[config.mk]
export PLATFORM = sky130hd
export DESIGN_NAME = pacman_life_manager_flat
export DESIGN_NICKNAME = d
export VERILOG_FILES = /design/src/rtl/pacman_life_manager_pkg.sv /design/src/rtl/pacman_life_manager_if.sv /design/src/rtl/pacman_life_manager_frame_timer.sv /design/src/rtl/pacman_life_manager.sv /design/src/flat_wrapper.sv
export SDC_FILE = /design/constraint.sdc
export NUM_CORES = 1
export LEC_CHECK = 0
export CORE_ASPECT_RATIO = 0.75
export CORE_MARGIN = 1
export CORE_UTILIZATION = 50
export DETAILED_ROUTE_END_ITERATION = 16
export PLACE_DENSITY = 0.82
export SLEW_MARGIN = 0
export SYNTH_ARGS = -nofsm -noshare
export SYNTH_HDL_FRONTEND = slang
export SYNTH_SLANG_ARGS = --single-unit
[constraint.sdc]
create_clock -name clk -period 1.65 [get_ports clk]
set_input_delay 0.33 -clock clk [delete_from_list [all_inputs] [get_ports clk]]
set_output_delay 0.33 -clock clk [all_outputs]
set_load 0.005 [all_outputs]
[src/rtl/pacman_life_manager_pkg.sv]
// rtl/pacman_life_manager_pkg.sv - shared game constants for the life manager
// Purpose: FSM state encoding (HUD-visible) and default frame counts / widths.
// Ports: none (package).
package pacman_life_manager_pkg;

  typedef enum logic [2:0] {
    ST_IDLE     = 3'd0,
    ST_PLAY     = 3'd1,
    ST_DYING    = 3'd2,
    ST_RESPAWN  = 3'd3,
    ST_GAMEOVER = 3'd4
  } state_t;

  localparam int DEF_LIVES_W        = 3;
  localparam int DEF_INIT_LIVES     = 3;
  localparam int DEF_DEATH_FRAMES   = 90;
  localparam int DEF_RESPAWN_FRAMES = 30;
  localparam int DEF_INVULN_FRAMES  = 120;
  localparam int DEF_TIMER_W        = 8;

endpackage

[src/rtl/pacman_life_manager_if.sv]
// rtl/pacman_life_manager_if.sv - game-side bundle between movement/collision logic and the life manager
// Purpose: groups the per-frame inputs and the status/control outputs of the life manager.
// Signals:
//   frame_tick, pacman_is_dead, start          : driven by the game (master)
//   lives, state, freeze, respawn, death_anim,
//   invulnerable, game_over                     : driven by the life manager (slave)
interface pacman_life_manager_if
  import pacman_life_manager_pkg::*;
#(
  parameter int LIVES_W = DEF_LIVES_W
);

  logic               frame_tick;
  logic               pacman_is_dead;
  logic               start;
  logic [LIVES_W-1:0] lives;
  logic [2:0]         state;
  logic               freeze;
  logic               respawn;
  logic               death_anim;
  logic               invulnerable;
  logic               game_over;

  modport master (
    output frame_tick, pacman_is_dead, start,
    input  lives, state, freeze, respawn, death_anim, invulnerable, game_over
  );

  modport slave (
    input  frame_tick, pacman_is_dead, start,
    output lives, state, freeze, respawn, death_anim, invulnerable, game_over
  );

endinterface

[src/rtl/pacman_life_manager_frame_timer.sv]
// rtl/pacman_life_manager_frame_timer.sv - frame-tick counter used for phase and invulnerability timing
// Purpose: TIMER_W counter advanced by frame ticks.
//   Up mode   (DOWN=0): i_clear/i_load reset to 0; o_done = i_tick && count == i_limit (i_limit = N-1).
//   Down mode (DOWN=1): i_load loads i_limit; counts down to 0 and holds; o_done = (count == 0).
// Ports: clk, rst_n (async active-low), i_clear, i_load, i_tick, i_limit, o_done.
module pacman_life_manager_frame_timer
  import pacman_life_manager_pkg::*;
#(
  parameter int TIMER_W = DEF_TIMER_W,
  parameter bit DOWN    = 1'b0
) (
  input  logic               clk,
  input  logic               rst_n,
  input  logic               i_clear,
  input  logic               i_load,
  input  logic               i_tick,
  input  logic [TIMER_W-1:0] i_limit,
  output logic               o_done
);

  logic [TIMER_W-1:0] r_count;

  // Clear beats load beats tick, so a tick landing on a phase entry edge is not counted.
  always_ff @(posedge clk or negedge rst_n) begin
    if (!rst_n) begin
      r_count <= '0;
    end else if (i_clear) begin
      r_count <= '0;
    end else if (i_load) begin
      r_count <= DOWN ? i_limit : '0;
    end else if (i_tick) begin
      if (DOWN) begin
        if (r_count != '0) r_count <= r_count - TIMER_W'(1);
      end else begin
        r_count <= r_count + TIMER_W'(1);
      end
    end
  end

  assign o_done = DOWN ? (r_count == '0) : (i_tick && (r_count == i_limit));

endmodule

[src/rtl/pacman_life_manager.sv]
// rtl/pacman_life_manager.sv - life counting and death/respawn/game-over sequencing
// Purpose: IDLE -> PLAY -> DYING -> RESPAWN -> PLAY ... -> GAMEOVER, timed in frame ticks.
// Optional feature: PACMAN_INVULN_EN enables a post-respawn invulnerability window.
// Ports:
//   clk   : system clock
//   rst_n : asynchronous active-low reset
//   bus   : pacman_life_manager_if.slave (frame_tick, pacman_is_dead, start in;
//           lives, state, freeze, respawn, death_anim, invulnerable, game_over out)
module pacman_life_manager
  import pacman_life_manager_pkg::*;
#(
  parameter int INIT_LIVES     = DEF_INIT_LIVES,
  parameter int LIVES_W        = DEF_LIVES_W,
  parameter int DEATH_FRAMES   = DEF_DEATH_FRAMES,
  parameter int RESPAWN_FRAMES = DEF_RESPAWN_FRAMES,
  parameter int INVULN_FRAMES  = DEF_INVULN_FRAMES,
  parameter int TIMER_W        = DEF_TIMER_W
) (
  input logic                   clk,
  input logic                   rst_n,
  pacman_life_manager_if.slave  bus
);

  state_t             r_state;
  state_t             w_next;
  logic [LIVES_W-1:0] r_lives;
  logic               r_respawn;

  logic               w_start_game;
  logic               w_kill;
  logic               w_respawn_set;
  logic               w_inv_arm;
  logic               w_phase_done;
  logic               w_phase_clear;
  logic               w_invuln;
  logic [TIMER_W-1:0] w_phase_limit;

  // Only DYING and RESPAWN consume the phase timer's done; elsewhere the count is don't-care.
  assign w_phase_limit = (r_state == ST_DYING) ? TIMER_W'(DEATH_FRAMES - 1)
                                               : TIMER_W'(RESPAWN_FRAMES - 1);
  assign w_phase_clear = (w_next != r_state);

  pacman_life_manager_frame_timer #(
    .TIMER_W (TIMER_W),
    .DOWN    (1'b0)
  ) u_phase_timer (
    .clk     (clk),
    .rst_n   (rst_n),
    .i_clear (w_phase_clear),
    .i_load  (1'b0),
    .i_tick  (bus.frame_tick),
    .i_limit (w_phase_limit),
    .o_done  (w_phase_done)
  );

`ifdef PACMAN_INVULN_EN
  logic w_inv_expired;

  // Armed only on RESPAWN->PLAY; wiped whenever PLAY is left so a new game starts vulnerable.
  pacman_life_manager_frame_timer #(
    .TIMER_W (TIMER_W),
    .DOWN    (1'b1)
  ) u_inv_timer (
    .clk     (clk),
    .rst_n   (rst_n),
    .i_clear ((r_state == ST_PLAY) && (w_next != ST_PLAY)),
    .i_load  (w_inv_arm),
    .i_tick  (bus.frame_tick),
    .i_limit (TIMER_W'(INVULN_FRAMES)),
    .o_done  (w_inv_expired)
  );

  assign w_invuln = ~w_inv_expired;
`else
  assign w_invuln = 1'b0;
`endif

  always_ff @(posedge clk or negedge rst_n) begin
    if (!rst_n) begin
      r_state <= ST_IDLE;
    end else begin
      r_state <= w_next;
    end
  end

  always_comb begin
    w_next        = r_state;
    w_start_game  = 1'b0;
    w_kill        = 1'b0;
    w_respawn_set = 1'b0;
    w_inv_arm     = 1'b0;
    case (r_state)
      ST_IDLE, ST_GAMEOVER: begin
        if (bus.start) begin
          w_next        = ST_PLAY;
          w_start_game  = 1'b1;
          w_respawn_set = 1'b1;
        end
      end
      ST_PLAY: begin
        if (bus.pacman_is_dead && !w_invuln) begin
          w_next = ST_DYING;
          w_kill = 1'b1;
        end
      end
      ST_DYING: begin
        if (w_phase_done) begin
          if (r_lives == '0) begin
            w_next = ST_GAMEOVER;
          end else begin
            w_next        = ST_RESPAWN;
            w_respawn_set = 1'b1;
          end
        end
      end
      ST_RESPAWN: begin
        if (w_phase_done) begin
          w_next    = ST_PLAY;
          w_inv_arm = 1'b1;
        end
      end
      default: w_next = ST_IDLE;
    endcase
  end

  always_ff @(posedge clk or negedge rst_n) begin
    if (!rst_n) begin
      r_lives   <= '0;
      r_respawn <= 1'b0;
    end else begin
      r_respawn <= w_respawn_set;
      if (w_start_game) begin
        r_lives <= LIVES_W'(INIT_LIVES);
      end else if (w_kill && (r_lives != '0)) begin
        r_lives <= r_lives - LIVES_W'(1);
      end
    end
  end

  // Status is decoded from registered state only.
  assign bus.lives        = r_lives;
  assign bus.state        = r_state;
  assign bus.freeze       = (r_state != ST_PLAY);
  assign bus.respawn      = r_respawn;
  assign bus.death_anim   = (r_state == ST_DYING);
  assign bus.game_over    = (r_state == ST_GAMEOVER);
  assign bus.invulnerable = w_invuln;

endmodule

[src/flat_wrapper.sv]
// flat-port wrapper written by rule: the top's interface ports become plain ports
module pacman_life_manager_flat import pacman_life_manager_pkg::*;
#(
  parameter int INIT_LIVES     = DEF_INIT_LIVES,
  parameter int LIVES_W        = DEF_LIVES_W,
  parameter int DEATH_FRAMES   = DEF_DEATH_FRAMES,
  parameter int RESPAWN_FRAMES = DEF_RESPAWN_FRAMES,
  parameter int INVULN_FRAMES  = DEF_INVULN_FRAMES,
  parameter int TIMER_W        = DEF_TIMER_W
)
  (clk, rst_n, bus_frame_tick, bus_pacman_is_dead, bus_start, bus_lives, bus_state, bus_freeze, bus_respawn, bus_death_anim, bus_invulnerable, bus_game_over);
  pacman_life_manager_if #(.LIVES_W(LIVES_W)) bus_i ();
  input logic clk;
  input logic rst_n;
  input wire logic [$bits(bus_i.frame_tick)-1:0] bus_frame_tick;
  input wire logic [$bits(bus_i.pacman_is_dead)-1:0] bus_pacman_is_dead;
  input wire logic [$bits(bus_i.start)-1:0] bus_start;
  output wire logic [$bits(bus_i.lives)-1:0] bus_lives;
  output wire logic [$bits(bus_i.state)-1:0] bus_state;
  output wire logic [$bits(bus_i.freeze)-1:0] bus_freeze;
  output wire logic [$bits(bus_i.respawn)-1:0] bus_respawn;
  output wire logic [$bits(bus_i.death_anim)-1:0] bus_death_anim;
  output wire logic [$bits(bus_i.invulnerable)-1:0] bus_invulnerable;
  output wire logic [$bits(bus_i.game_over)-1:0] bus_game_over;
  assign bus_i.frame_tick = bus_frame_tick;
  assign bus_i.pacman_is_dead = bus_pacman_is_dead;
  assign bus_i.start = bus_start;
  assign bus_lives = bus_i.lives;
  assign bus_state = bus_i.state;
  assign bus_freeze = bus_i.freeze;
  assign bus_respawn = bus_i.respawn;
  assign bus_death_anim = bus_i.death_anim;
  assign bus_invulnerable = bus_i.invulnerable;
  assign bus_game_over = bus_i.game_over;
  pacman_life_manager #(.INIT_LIVES(INIT_LIVES), .LIVES_W(LIVES_W), .DEATH_FRAMES(DEATH_FRAMES), .RESPAWN_FRAMES(RESPAWN_FRAMES), .INVULN_FRAMES(INVULN_FRAMES), .TIMER_W(TIMER_W)) u_core (.clk(clk), .rst_n(rst_n), .bus(bus_i));
endmodule
=== Yosys cells after proc, flatten, opt, wreduce, memory -nomap -nowiden ===
Index checks and enable logic that the tools add are counted.

* Register bits after elaboration: 15
* Input bits: 5
* Output and inout bits: 11
* Logic and storage cells: 39

* Add/subtract/negate cells: 2
* Equality and inequality tests: 7
* Multiplexer cells: 18
* Reductions and logical operators: 8

{| class="wikitable"
|+ Operator list
! kind !! number
|-
| two-way mux 3 bit || 7
|-
| two-way mux 8 bit || 2
|-
| case mux 3 bit (4 select lines) || 1
|-
| adder 8 x 1 -> 8 bit, second input constant || 1
|-
| equality test 8 bit || 1
|-
| two-way mux 7 bit || 1
|-
| equality test 3 x 2 -> 1 bit, second input constant || 2
|-
| logical NOT 3 bit || 2
|-
| two-way mux 1 bit || 6
|-
| nonzero test 2 bit || 2
|-
| equality test 3 x 1 -> 1 bit, second input constant || 1
|-
| equality test 3 bit, second input constant || 1
|-
| inequality test 3 x 1 -> 1 bit, second input constant || 1
|-
| inequality test 3 bit || 1
|-
| nonzero test 3 bit || 1
|-
| subtractor 3 x 1 -> 3 bit, second input constant || 1
|-
| logical AND 1 bit || 2
|-
| case mux 1 bit (2 select lines) || 1
|-
| OR reduction 2 bit || 1
|}

=== Depth between registers and ports, before layout ===
Gate-level depths: netlist of the first run.

* Depth in word-level cells: 8
* Depth in mapped cells: 6

=== Modules after synthesis ===
From an unflattened synthesis of the first run, not the netlist that was laid out.

* Cell total of the unflattened synthesis: 100
* Area total of the unflattened synthesis: 955.9 µm²

{| class="wikitable"
|+ Modules (own cells, without submodules)
! module !! times used !! cells each !! area an instance (µm²) !! seq. area each (µm²)
|-
| pacman_life_manager_frame_timer || 1 || 51 || 480.5 || 200.2
|-
| pacman_life_manager || 1 || 49 || 475.5 || 175.2
|}

=== Worst setup path after synthesis of the first run ===
No wires, ideal clock.

* Path type: flip-flop to flip-flop
* Start: register u_core.u_phase_timer.r_count[0]
* End: register u_core.u_phase_timer.r_count[1]
* Arrival time: 1374 ps
* Required time: 1556 ps
* Setup slack: 182 ps
* Stages on the path, launching flop included: 5
* Period minus slack after synthesis: 1468 ps
* Path through: dfrtp_1 -> ha_1 -> and4bb_1 -> a311o_1 -> a211oi_1

* Cells in the longest elaborated chain, start to end: 6
* Elaborated cells between the ends (all ways): 10

{| class="wikitable"
|+ RTL lines
! item !! RTL line !! source
|-
| from (decl) || pacman_life_manager_frame_timer.sv:21 || <nowiki>logic [TIMER_W-1:0] r_count;</nowiki>
|-
| from (signal assigned) || pacman_life_manager_frame_timer.sv:30 || <nowiki>r_count <= DOWN ? i_limit : '0;</nowiki>
|-
| from (signal assigned) || pacman_life_manager_frame_timer.sv:33 || <nowiki>if (r_count != '0) r_count <= r_count - TIMER_W'(1);</nowiki>
|-
| from (signal assigned) || pacman_life_manager_frame_timer.sv:35 || <nowiki>r_count <= r_count + TIMER_W'(1);</nowiki>
|-
| equality test 8 bit || pacman_life_manager_frame_timer.sv:40 || <nowiki>assign o_done = DOWN ? (r_count == '0) : (i_tick && (r_count == i_limit));</nowiki>
|-
| logical AND 1 bit || pacman_life_manager_frame_timer.sv:40 ||
|-
| two-way mux 3 bit, on equally long branches || pacman_life_manager.sv:117, pacman_life_manager.sv:107 ||
|-
| case mux 3 bit (4 select lines) || pacman_life_manager.sv:92 || <nowiki>case (r_state)</nowiki>
|-
| inequality test 3 bit || pacman_life_manager.sv:41 || <nowiki>assign w_phase_clear = (w_next != r_state);</nowiki>
|-
| two-way mux 8 bit or nonzero test 2 bit (tied branches) || n/a ||
|}

Several ways; a longest one is shown, not always the timed one. The select of a mux whose other input is x is not followed.
A chain may end at the register's enable or synchronous reset.

=== Worst setup path after layout of the first run ===
* Start: register u_core.u_phase_timer.r_count[1]
* End: register u_core.u_phase_timer.r_count[2]

The elaborated chain is that of the path after synthesis.

==> metrics.yaml, run 1 <==
power:
  swShare_pct: 39.06
  comb_power_share_pct: 46.2
  p_sw_uw: 591.1
  leakage_uw: 0.0005714
  irDropWorstVdd_mv: 0.9241
  p_clk_share_pct: 14.0
  internal_power_uw: 922.1
  p_per_area_mw_per_mm2: 1180
  p_seq_share_pct: 39.8
sta:
  post-route-min-period_ps: 1676
  finalHoldViolations: 0
  hold_ws_ps: 337.2
  maxSlewViolCount: 0
  fmaxAchievable_mhz: 596.7
  setup_violations: 3
  rsz0062_at_grt: "yes"
  clock_skew_ps: 5.125
  finalCritPeriodShare_pct: 101.6
  tns_ps: -35.87
  fin_ws_ps: -25.83
detailed_routing:
  viasPerCell: 6.132
  drc: 0
  wl_mm: 2.894
  ant_nets: 0
  firstDrtPassIters: 5
  routedWlPerCell_um: 19.04
  vias: 932
  drtIter0Drc: 81
placement:
  hpwlAfterDp_mm: 1.489
  port_buffers: 14
  detailedPlace.worstSlack_ps: -188.7
  dpl_cell_area_mm2: 0.001147
  gp_congestion: 0.8206
  dp_cells: 141
synth:
  synth_cell_types: 30
  yosys.area.top_type: "dfrtp_1"
  syn_inst: 93
  synth_edf_count: 0
  synth_warnings: 0
  synthTopCellsByArea: "dfrtp_1, ha_1, a211oi_1"
  syn_avg_cell_area_um2: 9.539
  synth.most_common_cell: "dfrtp_1"
  synth-seq-area-share_pct: 42.31
  yosys_register_bits: 15
  async_flop_share_pct: 100.0
  ys.flop_type: "dfrtp_1"
  mappedNetlistArea_um2: 887.1
  netlist.area_leader.share_pct: 42.31
  synthesis.nets: 102
  netlist_top_cells_count: "dfrtp_1, nand2_1, a211oi_1, inv_1, nor2_1"
clocking:
  cts_buffer_depth: 2
  clk-insertion-delay-late_ps: 290
  cts_made_buffers: 3
  h-tree-depth: 1
  cts_tree: "yes"
  cts_root_buf: "clkbuf_4"
  clk_pin_slew_ps: 80
  cts.sinks: 15
cells_and_area:
  diodes: 0
  final_cell_area_mm2: 0.001282
  synthToLayoutAreaGrowth_pct: 44.57
  layoutNonFillerInstCount: 152
  drive_gt1_share_pct: 31.30
  n_fill_cell: 90
  nets: 141
floorplan:
  rows: 12
  dieArea_mm2: 0.001948
  io-pin-count: 16
  die_h_um: 38.48
  die_w_um: 50.64
  initial_core_util_pct: 56.81
  core_area_mm2: 0.001562
setup_path:
  path_delay_family: "compound AO/OA/AOI/OAI gates"
  cp_max_fo: 7
  endpoint_kind: "flip-flop"
  cp_slowest_cell: "a311o_2"
  cpPeakStageDelay_ps: 440
  worstPathArrival_ps: 1880
  crit_chain: "inv_1, ha_1, and4bb_1, a311o_2, a211oi_1"
  required_ps: 1860
  crit_type: "flip-flop to flip-flop"
  timing.critical_path.buf_inv: 1
  start_kind: "flip-flop"
run_status:
  violations: "setup timing"
  outcome: "finished, violations left"
grt:
  grt-ovfl-total: 0
  grt_pass1_wl_mm: 4.119
  first_global_vias: 840
  grt_usage_pct: 31.03
  antenna_found_initial: 0
  grt_start_max_net_pins: 16
flow_run:
  maxCapViolations: 0
worst_hold_path:
  hold_path_class: "primary input to async pin"
## area by class of cell
type                            instances  area [um2]  area share [%]
Multi-Input combinational cell         70       531.8           41.46
Inverter                                6       22.52           1.756
Clock buffer                            4       26.28           2.049
Sequential cell                        15       377.9           29.46
Timing Repair Buffer                   36       297.8           23.22
Tap cell                               21       26.28           2.049
## state kept, by name, summed over array words and instances (netlist names)
register	cells
u_core.u_phase_timer.r_count	8
u_core.bus.lives	3
u_core.bus.state	3
u_core.bus.respawn	1
## cells in the final DEF, fill, tap and decap left out, types with 2 or more instances in the layout
| cell type | n |
|---|---|
| a21oi_1 | 2 |
| a211oi_2 | 5 |
| clkbuf_4 | 3 |
| dlygate4sd2_1 | 2 |
| xnor2_1 | 5 |
| nand4_1 | 3 |
| inv_1 | 5 |
| nor2b_1 | 4 |
| o22ai_1 | 2 |
| nand2_1 | 12 |
| o21ai_0 | 2 |
| dlymetal6s2s_1 | 2 |
| nor2_1 | 6 |
| buf_4 | 22 |
| clkdlybuf4s50_1 | 8 |
| nand2b_1 | 3 |
| dfrtp_2 | 2 |
| dfrtp_1 | 13 |
| ha_1 | 4 |
| xor2_1 | 4 |
| nor3_1 | 2 |
## cell families (layout without fill, tap and decap cells)
group                    after synthesis  in the layout  share of synthesized area (%)
AO/OA/AOI/OAI                         20             20                          16.22
adder cells (fa/ha/maj)                4              4                          5.642
XOR/XNOR                               9              9                          8.885
buffers and inverters                  8             46                          4.654
flip-flops                            15             15                          42.31
AND/OR/NAND/NOR                       36             36                          21.86
other                                  1              1                         0.4227
## metrics by stage
stage	utilization [%]	total power, uW
2_1_floorplan	-	912.4
3_3_place_gp	73.48	1092
3_5_place_dp	73.48	1116
4_1_cts	77.08	1352
5_1_grt	82.13	1597
6_report	82.13	1513
## power by group through the flow
stage	clock [uW]	combinational, uW	sequential, uW
final	211	700	602
after CTS	209	557	586
after floorplan	0	340	572
after global placement	0	497	595
after detailed placement	0	513	603
after global routing	231	754	611
## routing by layer
metal	vias to the layer above	GRT usage (%)	routed length, um
met5	-	0	0
met1	432	38.27	1130
met2	82	53.00	1317
met3	20	9.127	329
li1	398	-	-
met4	0	9.722	117
## path summary, 6_finish.rpt
| kind | from | end | slack [ps] | cells past startpoint |
|---|---|---|---|---|
| min | rst_n | u_core.u_phase_timer.r_count[3] | 340 | 2 |
| min in group clk | u_core.bus.lives[1] | u_core.bus.lives[1] | 590 | 2 |
| max in group asynchronous | rst_n | u_core.bus.state[2] | 1120 | 2 |
| min reg2reg | u_core.bus.lives[1] | u_core.bus.lives[1] | 590 | 2 |
| max reg2reg | u_core.u_phase_timer.r_count[1] | u_core.u_phase_timer.r_count[2] | -30 | 5 |
| max | u_core.u_phase_timer.r_count[1] | u_core.u_phase_timer.r_count[2] | -30 | 5 |
## timing repair
item                                    in CTS  in global routing
hold buffers                                 0                  0
endpoints found under the setup margin       5                 11
pin swaps                                    1                  2
gates resized for setup                     10                 15
buffers inserted                             4                  3
hold endpoints to repair                     0                  0
## worst register-to-register path: stages (launching register included)
cell	delay, ps
dfrtp_1	410
inv_1	80
ha_1	190
and4bb_1	250
a311o_2	440
a211oi_1	240
Power figures use the tool's default switching activity.
==> run 2: changes to the inputs <==
Settings changed: HOLD_SLACK_MARGIN from default to 0.05.
==> results of run 2 <==
The final DEF is identical to that of run 1; final timing and power are the same.
==> run 3: changes to the inputs <==
Settings changed: CTS_CLUSTER_SIZE from default to 20.
==> results of run 3 <==
The final DEF is identical to that of run 1; final timing and power are the same.
